## config.mk

```make
export PLATFORM = sky130hd
export DESIGN_NAME = req_encoder_flat
export DESIGN_NICKNAME = d
export VERILOG_FILES = /design/src/rtl/enc_pkg.sv /design/src/rtl/req_encoder_if.sv /design/src/rtl/prio_enc.sv /design/src/rtl/req_encoder.sv /design/src/flat_wrapper.sv
export SDC_FILE = /design/constraint.sdc
export NUM_CORES = 1
export LEC_CHECK = 0
export BUFFER_PORTS_ARGS = -buffer_cell sky130_fd_sc_hd__buf_4
export CAP_MARGIN = 20
export CORE_MARGIN = 1.5
export CORE_UTILIZATION = 50
export CTS_BUF_LIST = sky130_fd_sc_hd__clkbuf_8
export DETAILED_ROUTE_END_ITERATION = 6
export PLACE_DENSITY_LB_ADDON = 0.25
export SYNTH_ARGS = -nofsm -noshare
export SYNTH_HDL_FRONTEND = slang
export SYNTH_SLANG_ARGS = --single-unit
```

## constraint.sdc

```tcl
create_clock -name clk -period 3 [get_ports clk]
set_clock_uncertainty 0.2 [all_clocks]
set_input_delay 0.6 -clock clk [delete_from_list [all_inputs] [get_ports clk]]
set_output_delay 0.6 -clock clk [all_outputs]
set_load 0.01 [all_outputs]
```

## src/rtl/enc_pkg.sv

```systemverilog
// Shared definitions for the sequential request encoder.
//   enc_state_t          : FSM state encoding (IDLE, DRAIN)
//   MAX_N                : widest request vector the helpers handle
//   idx_width()          : index width for an N-bit request vector
//   onehot_count_is_one(): true when a vector has exactly one bit set
package enc_pkg;

  typedef enum logic {IDLE, DRAIN} enc_state_t;

  localparam int MAX_N = 64;

  // Index width for an n-bit vector; never narrower than one bit.
  function automatic int idx_width(input int n);
    return (n <= 1) ? 1 : $clog2(n);
  endfunction

  // Exactly one bit set: non-zero and clearing the lowest set bit leaves zero.
  function automatic logic onehot_count_is_one(input logic [MAX_N-1:0] v);
    return (v != '0) && ((v & (v - 64'd1)) == '0);
  endfunction

endpackage

```

## src/rtl/req_encoder_if.sv

```systemverilog
// Handshake bundle of the request encoder.
//   req_valid/req_ready/req_vec : upstream vector handshake
//   idx_valid/idx_ready/idx     : downstream index handshake
//   idx_last                    : current index is the final one of the vector
//   busy                        : a vector is held and not yet drained
//   state                       : FSM state, exported for observation
// Handshake rule for both channels: a transfer happens on a rising clk edge
// where valid and ready are both high; valid never waits on ready, and a
// producer holds its payload stable while valid is high and ready is low.
interface req_encoder_if import enc_pkg::*; #(
  parameter int N = 8
) ();

  localparam int W = idx_width(N);

  logic         req_valid;
  logic         req_ready;
  logic [N-1:0] req_vec;
  logic         idx_valid;
  logic         idx_ready;
  logic [W-1:0] idx;
  logic         idx_last;
  logic         busy;
  enc_state_t   state;

  // Encoder side.
  modport slave (
    input  req_valid, req_vec, idx_ready,
    output req_ready, idx_valid, idx, idx_last, busy, state
  );

  // Upstream/downstream side.
  modport master (
    output req_valid, req_vec, idx_ready,
    input  req_ready, idx_valid, idx, idx_last, busy, state
  );

endinterface

```

## src/rtl/prio_enc.sv

```systemverilog
// Combinational priority encoder.
//   vec : N-bit input vector
//   idx : index of the lowest (LSB_FIRST=1) or highest (LSB_FIRST=0) set bit,
//         zero when vec is zero
//   any : vec has at least one bit set
module prio_enc import enc_pkg::*; #(
  parameter int N         = 8,
  parameter int LSB_FIRST = 1
) (
  input  logic [N-1:0]              vec,
  output logic [idx_width(N)-1:0]   idx,
  output logic                      any
);

  localparam int W = idx_width(N);

  // Scan away from the winning end so the last hit is the winner.
  always_comb begin
    idx = '0;
    for (int i = 0; i < N; i++) begin
      if (LSB_FIRST != 0) begin
        if (vec[N-1-i]) idx = W'(N - 1 - i);
      end else begin
        if (vec[i]) idx = W'(i);
      end
    end
  end

  assign any = |vec;

endmodule

```

## src/rtl/req_encoder.sv

```systemverilog
// Sequential priority encoder: latches a multi-hot request vector and emits
// the index of every set bit, one per accepted output beat, in priority order.
//   clk, rst : clock and asynchronous active-high reset
//   bus      : req_encoder_if.slave (request handshake, index handshake,
//              idx_last, busy, state)
// All outputs are decoded from state_q and pending_q only.
module req_encoder import enc_pkg::*; #(
  parameter int N         = 8,
  parameter int LSB_FIRST = 1
) (
  input  logic          clk,
  input  logic          rst,
  req_encoder_if.slave  bus
);

  localparam int W = idx_width(N);

  enc_state_t   state_q, state_d;
  logic [N-1:0] pending_q, pending_d;
  logic [W-1:0] idx_w;
  logic         pend_any;
  logic         last_w;
  logic [N-1:0] clr_mask;

  prio_enc #(.N(N), .LSB_FIRST(LSB_FIRST)) u_prio (
    .vec (pending_q),
    .idx (idx_w),
    .any (pend_any)
  );

  assign last_w = pend_any && onehot_count_is_one(MAX_N'(pending_q));

  // Bit to retire on an accepted output beat.
  always_comb begin
    clr_mask        = '0;
    clr_mask[idx_w] = 1'b1;
  end

  always_comb begin
    state_d   = state_q;
    pending_d = pending_q;
    case (state_q)
      IDLE: begin
        // An all-zero vector is consumed without producing any beat.
        if (bus.req_valid && (bus.req_vec != '0)) begin
          pending_d = bus.req_vec;
          state_d   = DRAIN;
        end
      end
      DRAIN: begin
        if (bus.idx_ready) begin
          pending_d = pending_q & ~clr_mask;
          if (last_w) state_d = IDLE;
        end
      end
      default: state_d = IDLE;
    endcase
  end

  always_ff @(posedge clk or posedge rst) begin
    if (rst) begin
      state_q   <= IDLE;
      pending_q <= '0;
    end else begin
      state_q   <= state_d;
      pending_q <= pending_d;
    end
  end

  assign bus.req_ready = (state_q == IDLE);
  assign bus.idx_valid = (state_q == DRAIN);
  assign bus.busy      = (state_q == DRAIN);
  assign bus.idx       = idx_w;
  assign bus.idx_last  = last_w;
  assign bus.state     = state_q;

endmodule

```

## src/flat_wrapper.sv

```systemverilog
// flat-port wrapper written by rule: the top's interface ports become plain ports
module req_encoder_flat import enc_pkg::*;
#(
  parameter int N         = 8,
  parameter int LSB_FIRST = 1
)
  (clk, rst, bus_req_valid, bus_req_vec, bus_idx_ready, bus_req_ready, bus_idx_valid, bus_idx, bus_idx_last, bus_busy, bus_state);
  req_encoder_if #(.N(N)) bus_i ();
  input  logic clk;
  input  logic rst;
  input wire logic [$bits(bus_i.req_valid)-1:0] bus_req_valid;
  input wire logic [$bits(bus_i.req_vec)-1:0] bus_req_vec;
  input wire logic [$bits(bus_i.idx_ready)-1:0] bus_idx_ready;
  output wire logic [$bits(bus_i.req_ready)-1:0] bus_req_ready;
  output wire logic [$bits(bus_i.idx_valid)-1:0] bus_idx_valid;
  output wire logic [$bits(bus_i.idx)-1:0] bus_idx;
  output wire logic [$bits(bus_i.idx_last)-1:0] bus_idx_last;
  output wire logic [$bits(bus_i.busy)-1:0] bus_busy;
  output wire logic [$bits(bus_i.state)-1:0] bus_state;
  assign bus_i.req_valid = bus_req_valid;
  assign bus_i.req_vec = bus_req_vec;
  assign bus_i.idx_ready = bus_idx_ready;
  assign bus_req_ready = bus_i.req_ready;
  assign bus_idx_valid = bus_i.idx_valid;
  assign bus_idx = bus_i.idx;
  assign bus_idx_last = bus_i.idx_last;
  assign bus_busy = bus_i.busy;
  assign bus_state = bus_i.state;
  req_encoder #(.N(N), .LSB_FIRST(LSB_FIRST)) u_core (.clk(clk), .rst(rst), .bus(bus_i));
endmodule
```

# --- After elaboration in Yosys (flattened, before gate mapping) ---
# Cells that the tools add are included.
classes:
  n_addsub: 1
  n_lt_le_gt_ge: 2
  eq_ne: 2
  n_mux: 17
  bitwise_logic: 4
  n_reduce_logical: 9
op_table:
  columns: ["op", "n"]
  rows:
  - ["$and 8x64->64", 1]
  - ["$logic_not 64->1", 1]
  - ["$mux 3", 8]
  - ["$mux 8", 2]
  - ["$pmux 8 s2", 1]
  - ["$reduce_bool 8->1", 2]
  - ["$sub 8x1->9 const B", 1]
  - ["$and 8x8->8", 1]
  - ["$not 8->8", 1]
  - ["$reduce_or 8->1", 1]
  - ["$logic_and 1x1->1", 4]
  - ["$lt 3x4->1 const B", 1]
  - ["$mux 1", 4]
  - ["$demux 1 s3", 1]
  - ["$ge 3x1->1 const B", 1]
  - ["$ne 2x1->1 const B", 1]
  - ["$ne 2x2->1 const B", 1]
  - ["$pmux 1 s2", 1]
  - ["$reduce_and 2->1", 1]
  - ["$not 1->1", 1]
totals:
  ff_bits: 9
  output_inout_bits: 8
  word_cells: 37

# --- Depth between registers and ports, before layout ---
# Gate-level depths: netlist of the first run.
depth:
  ltp_word: 16
  ltp_mapped: 5
  mapped_depth_nobuf: 4

# --- By module ---
# A second synthesis of the first run with hierarchy kept.
hier_totals:
  hier_cells: 77
  hier_area_um2: 645.6
modules_own_cells:
  columns: ["module", "n_inst", "cells_per_inst", "area_per_inst_um2", "seq_area_each_um2"]
  rows:
  - ["req_encoder", 1, 64, 564.3, 225.2]
  - ["prio_enc", 1, 13, 81.3, 0.0]

# --- Worst setup path before layout of the first run ---
# OpenSTA, ideal clock, no wires.
synth_path:
  kind: "register to output"
  start: "register u_core.pending_q[0]"
  end: "output port bus_idx_last"
  arrival_time_ns: 1.391
  required_ns: 2.200
  slack_ns: 0.809
  path_stages_with_launch: 6
  path_buffers: 1
  cell_sequence: "dfrtp_1 > buf_6 > or4_4 > nand3_2 > nand3_2 > and2_1"
synth_via:
  elab_chain_len: 5
  elab_cells_between_ends: 7
  classes_between: "1 x add/sub; 1 x bitwise; 5 x reduce/logical"
synth_rtl:
  columns: ["element", "line", "text"]
  rows:
  - ["start: declaration", "req_encoder.sv:19", "logic [N-1:0] pending_q, pending_d;"]
  - ["start signal: assignment", "req_encoder.sv:66", "pending_q <= pending_d;"]
  - ["$sub 8x1->9", "enc_pkg.sv:19", "return (v != '0) && ((v & (v - 64'd1)) == '0);"]
  - ["$and 8x64->64", "enc_pkg.sv:19", null]
  - ["$logic_not 64->1", "enc_pkg.sv:19", null]
  - ["$logic_and 1x1->1", "enc_pkg.sv:19", null]
  - ["$logic_and 1x1->1 (*)", "req_encoder.sv:31", "assign last_w = pend_any && onehot_count_is_one(MAX_N'(pending_q));"]
  - ["end: declaration", "flat_wrapper.sv:17", "output wire logic [$bits(bus_i.idx_last)-1:0] bus_idx_last;"]
# Mark *: on every way between the ends. The rest lies on a longest branch, timed or not.

# --- Worst setup path after layout of the first run ---
# Ends and elaborated chain as after synthesis.

==> results of run 1 <==
-- power by group --
group	switching [W]	total [W]	leakage, nW	internal (W)
Clock	0.0000479	0.000137	0.0269	0.0000891
Sequential	0.000115	0.000286	0.114	0.000172
Combinational	0.000278	0.000566	0.226	0.000288
-- stage by stage --
step / hold WS (ns) / area, um^2 / worst slack, ns / power, W / cells
floorplan: 0.228 / 672 / 0.809 / 0.000680 / 79
global placement: 0.389 / 782 / 0.694 / 0.000832 / 104
detailed placement: 0.398 / 782 / 0.646 / 0.000840 / 104
CTS: 0.150 / 827 / 0.334 / 0.000990 / 108
global route: 0.175 / 827 / 0.159 / 0.00107 / 108
finish: 0.140 / 827 / 0.345 / 0.000989 / 108
-- worst paths after layout --
| kind | start | endpoint | slack [ns] | cells past startpoint |
|---|---|---|---|---|
| worst max-delay path | u_core.pending_q[0] | bus_idx_last | 0.34 | 5 |
| worst min-delay path | rst | u_core.pending_q[7] | 0.14 | 2 |
| worst max register to register | u_core.bus.busy | u_core.pending_q[3] | 0.98 | 4 |
| worst min register to register | u_core.pending_q[6] | u_core.pending_q[6] | 0.43 | 2 |
| max in group asynchronous | rst | u_core.bus.busy | 2.20 | 2 |
| min in group clk | bus_idx_ready | u_core.bus.busy | 0.39 | 2 |
-- kinds of logic (layout without fill, tap and decap cells) --
family          after synthesis  count (layout)
buf+inv                      16              30
mux                           1               1
compound gates               26              26
flops                         9               9
simple gates                 27              27
-- placed cells by master (no fill, tap or decap) --
cell type  instances
nor4_1             2
o21bai_1           2
nand3_2            2
a2bb2oi_1          1
nand2b_1           2
a22o_1             5
dfrtp_1            9
and2_1             2
mux2i_1            1
buf_4             19
o21ai_2            1
nand3_1            1
nand4_1            1
a211oi_1           1
nor2_1             4
o21ai_0            3
nand2_1            3
a21oi_1            4
nor4_2             1
inv_1              8
or4_4              1
a311oi_1           1
o31ai_1            1
o41ai_1            1
clkbuf_8           3
nor4b_1            2
o21ai_1            1
a41oi_2            1
a21oi_2            1
nor3_1             6
o22ai_1            3
-- critical path: stages, from the launching register on --
cell	delay (ns)
dfrtp_1	0.46
nor3_1	0.32
nor3_1	0.11
o41ai_1	0.41
and2_1	0.20
buf_4	0.12
-- flip-flops by register name, summed over array words and instances (netlist names) --
register,flops
u_core.bus.busy,1
u_core.pending_q,8
-- metal layers --
layer | track usage | share of wire | routed length (um)
met2 | 0.410 | 0.51 | 848
met1 | 0.303 | 0.42 | 687
met4 | 0.0517 | 0.010 | 17
met3 | 0.108 | 0.059 | 97
met5 | 0 | 0 | 0
-- cell type report --
cell class / instances / area [um^2]
timing repair buffer: 19 / 143
inverter: 7 / 26.3
tap: 15 / 18.8
fill: 111 / 442
sequential: 9 / 225
multi-input combinational: 54 / 369
clock inverter: 1 / 3.75
clock buffer: 3 / 41.3
==> impl_metrics.env, run 1 <==
export IMPL_synth_simple_area_share=0.248
export IMPL_synthArstFlopShare=1.00
export IMPL_cts_buffers=3
export IMPL_tightest_slew_ns=0.749
export IMPL_outcome="complete, no violations"
export IMPL_clkTransAtPathRegs_ns=0.04
export IMPL_antenna_cells=0
export IMPL_finalCriticalPeriod_ns=2.66
export IMPL_synth_seq_cells=9
export IMPL_ant_nets=0
export IMPL_grt_first_pass_wirelength_um=2550
export IMPL_drc=0
export IMPL_synthFlopType="dfrtp_1"
export IMPL_p_per_area_mw_per_mm2=1200
export IMPL_synthToLayoutAreaGrowth_pct=23.1
export IMPL_synth_most_common_cell="dfrtp_1"
export IMPL_root_buffer="clkbuf_8"
export IMPL_arrival_ns=1.86
export IMPL_core_mm2=0.00127
export IMPL_gr_total_overflow=0
export IMPL_drv_slew=0
export IMPL_dieArea_mm2=0.00157
export IMPL_cts_tree="built"
export IMPL_final_core_util=0.652
export IMPL_synth_xor_area_share=0
export IMPL_fin_crit_sh=0.885
export IMPL_drv_cap=0
export IMPL_synthCells=79
export IMPL_port_buffers=19
export IMPL_syn_num_nets=91
export IMPL_clkLatencyLatePin_ns=0.23
export IMPL_hpwl_um=1160
export IMPL_synthDominantCellAreaShare=0.335
export IMPL_muxShareOfSynthArea=0.0149
export IMPL_synth_avg_cell_area_um2=8.50
export IMPL_clockBufferDepth=2
export IMPL_post_cts_buffers=0
export IMPL_antenna_found_initial=0
export IMPL_startpoint_type="flip-flop"
export IMPL_gp_congestion=0.924
export IMPL_io_pin_count=20
export IMPL_end_kind="output port"
export IMPL_finalSetupTns_ns=0
export IMPL_yosysTopAreaCell="dfrtp_1"
export IMPL_yosysWarningCount=0
export IMPL_relSlewSlack=0.500
export IMPL_drtPass1Iterations=4
export IMPL_critPathKind="flip-flop to output port"
export IMPL_initial_core_util=0.530
export IMPL_nets=106
export IMPL_synth_top_family_by_area="compound AO/OA/AOI/OAI gates"
export IMPL_rsz0062_at_grt="no"
export IMPL_crit_fanout=9
export IMPL_synth_enable_flop_cells=0
export IMPL_grt_pass1_vias=570
export IMPL_synth_area_um2=672
export IMPL_wire_per_inst_um=15.3
export IMPL_cp_required_ns=2.20
export IMPL_drt_iter0_markers=14
export IMPL_hold_viol_final=0
export IMPL_num_rows=13
export IMPL_routed_via_density=5.96
export IMPL_p_leak_nw=0.367
export IMPL_wl_um=1650
export IMPL_ctsResizeCount=0
export IMPL_netlist_top_cells_count="dfrtp_1 (9), inv_1 (7), nor3_1 (6)"
export IMPL_synth_fa_ha_area_frac=0
export IMPL_grt_use_total=0.252
export IMPL_ys_seq_area_frac=0.335
export IMPL_routed_via_count=644
export IMPL_die_y_um=39.7
export IMPL_grt_max_degree=19
export IMPL_clock_sinks=9
export IMPL_peakVddDrop_mv=0.690
export IMPL_synth_compound_area_frac=0.287
export IMPL_drive_gt1_frac=0.312
export IMPL_min_delay_path_class="input pin to async pin"
export IMPL_fmax_mhz=377
export IMPL_dieWidth_um=39.7
export IMPL_cts_hold_fix_buffers=0
export IMPL_h_tree_depth=1
export IMPL_setup_viol=0
export IMPL_synth_area_leaders="dfrtp_1 (34%), a22o_1 (6.5%), nor3_1 (4.5%), inv_1 (3.9%), a21oi_1 (3.0%)"
export IMPL_yosysUniqueCellTypes=33
No activity file was read; power rests on OpenSTA's default activity.
==> inputs of run 2 (changes only) <==
- CELL_PAD_IN_SITES_DETAIL_PLACEMENT: not set -> 1
- CELL_PAD_IN_SITES_GLOBAL_PLACEMENT: not set -> 2
- CORE_ASPECT_RATIO: not set -> 1.1
- CORE_UTILIZATION: 50 -> 32
==> run 2 against run 1 <==
Core utilization shrank 23 points. Total power rose by 0.98%. Wire length is 19% higher. Worst hold slack better by 0.013 ns. Non-clock buffer count stayed put. Combinational power hardly changed. Via count rose by 3.9%. Fmax rose by 0.94%. Clock power grew 4%. Die area increased by 52%. Cell count grew 12%. Clock-buffer cell count stayed put. Critical path type unchanged. Largest cell class unchanged.
==> impl_metrics.env, run 2 (synthesis gave the netlist of run 1 again) <==
export IMPL_io_pin_count=20
export IMPL_multiInputGateArea_um2=369
export IMPL_cp_required_ns=2.20
export IMPL_clock_sinks=9
export IMPL_regArea_um2=225
export IMPL_p_per_area_mw_per_mm2=1180
export IMPL_crit_fanout=9
export IMPL_synthToLayoutAreaGrowth_pct=25.5
export IMPL_fin_crit_sh=0.877
export IMPL_dieWidth_um=46.7
export IMPL_nets=106
export IMPL_arrival_ns=1.83
export IMPL_critPathKind="flip-flop to output port"
export IMPL_ant_nets=0
export IMPL_gp_congestion=0.753
export IMPL_relSlewSlack=0.461
export IMPL_setup_viol=0
export IMPL_combPwrFrac=0.564
export IMPL_cts_buffers=3
export IMPL_outcome="complete, no violations"
export IMPL_reg2reg_to="u_core.pending_q[2]"
export IMPL_drt_iter0_markers=10
export IMPL_num_rows=17
export IMPL_drv_cap=0
export IMPL_routed_via_count=669
export IMPL_final_core_util=0.422
export IMPL_hold_viol_final=0
export IMPL_tightest_slew_ns=0.809
export IMPL_nFillCells=257
export IMPL_startpoint_type="flip-flop"
export IMPL_dieArea_mm2=0.00238
export IMPL_cts_hold_fix_buffers=0
export IMPL_finalSetupTns_ns=0
export IMPL_p_seq_frac=0.294
export IMPL_port_buffers=19
export IMPL_worstReg2RegStart="u_core.bus.busy"
export IMPL_min_delay_path_class="input pin to async pin"
export IMPL_antenna_found_initial=0
export IMPL_fmax_mhz=380
export IMPL_clockBufferDepth=2
export IMPL_regMostFlops="u_core.pending_q"
export IMPL_initial_core_util=0.336
export IMPL_root_buffer="clkbuf_8"
export IMPL_drc=0
export IMPL_grt_pass1_vias=697
export IMPL_clkTransAtPathRegs_ns=0.05
export IMPL_grt_max_degree=19
export IMPL_peakVddDrop_mv=0.442
export IMPL_final_common_cell="buf_4"
export IMPL_wire_per_inst_um=16.2
export IMPL_hpwl_um=1420
export IMPL_cts_tree="built"
export IMPL_post_cts_buffers=0
export IMPL_wl_um=1960
export IMPL_h_tree_depth=1
export IMPL_rsz0062_at_grt="no"
export IMPL_r2r_cells=4
export IMPL_end_kind="output port"
export IMPL_drtPass1Iterations=4
export IMPL_sw_frac_of_total=0.451
export IMPL_grt_use_total=0.203
export IMPL_rrSetupSlack_ns=0.96
export IMPL_routed_via_density=5.53
export IMPL_mostFrequentLayoutCells="buf_4 (19), dfrtp_1 (9), inv_1 (8)"
export IMPL_pwr_share_clk=0.142
export IMPL_antenna_cells=0
export IMPL_ctsResizeCount=0
export IMPL_die_y_um=51.1
export IMPL_power_switching_w=0.000450
export IMPL_finalCriticalPeriod_ns=2.63
export IMPL_drv_slew=0
export IMPL_gr_total_overflow=0
export IMPL_core_mm2=0.00200
export IMPL_grt_first_pass_wirelength_um=3380
export IMPL_p_int_w=0.000549
export IMPL_clkLatencyLatePin_ns=0.23
export IMPL_drive_gt1_frac=0.312
export IMPL_p_leak_nw=0.367
export IMPL_largest_reg_flops=8
run 2: layout make-up:
cell class	count	area share
multi-input cells	54	0.438
clock buffers	3	0.0490
clock inverters	1	0.00445
inverters	7	0.0312
well taps	28	0.0415
flip-flops and latches	9	0.267
repair buffers	19	0.169
run 2: how the worst max path moves through the flow:
stage	start	endpoint	slack (ns)	cells past startpoint
2_1_floorplan	u_core.pending_q[0]	bus_idx_last	0.81	5
3_5_place_dp	u_core.pending_q[0]	bus_idx_last	0.64	5
3_3_place_gp	u_core.pending_q[0]	bus_idx_last	0.66	5
4_1_cts	u_core.pending_q[0]	bus_idx_last	0.37	5
6_report	u_core.pending_q[0]	bus_idx_last	0.37	5
5_1_grt	u_core.pending_q[0]	bus_idx_last	0.22	5
run 2: metrics by stage:
| stage | hold WS (ns) | total power [W] | cell area [um^2] | setup WS [ns] | instances |
|---|---|---|---|---|---|
| CTS | 0.159 | 0.00100 | 843 | 0.374 | 121 |
| global placement | 0.403 | 0.000854 | 798 | 0.657 | 117 |
| finish | 0.153 | 0.000999 | 843 | 0.369 | 121 |
| detailed placement | 0.409 | 0.000856 | 798 | 0.636 | 117 |
| floorplan | 0.228 | 0.000680 | 672 | 0.809 | 79 |
| global route | 0.171 | 0.00109 | 843 | 0.222 | 121 |
run 2: critical path, stage by stage, from the launching register on:
cell and delay (ns):
dfrtp_1 0.48, nor3_1 0.30, nor3_1 0.09, o41ai_1 0.40, and2_1 0.20, buf_4 0.12
run 2: routing by layer:
| metal | wire length (um) | vias to the layer above | GRT usage |
|---|---|---|---|
| met5 | 0 | - | 0 |
| met4 | 42 | 0 | 0.0972 |
| met3 | 69 | 5 | 0.0318 |
| met2 | 893 | 20 | 0.310 |
| met1 | 952 | 322 | 0.273 |
| li1 | - | 322 | - |
run 2: power by group through the flow:
| stage | clock network (W) | logic [W] | registers [W] |
|---|---|---|---|
| global route | 0.000152 | 0.000625 | 0.000311 |
| detailed placement | 0 | 0.000566 | 0.000290 |
| floorplan | 0 | 0.000461 | 0.000219 |
| finish | 0.000142 | 0.000563 | 0.000294 |
| CTS | 0.000144 | 0.000570 | 0.000289 |
| global placement | 0 | 0.000567 | 0.000287 |
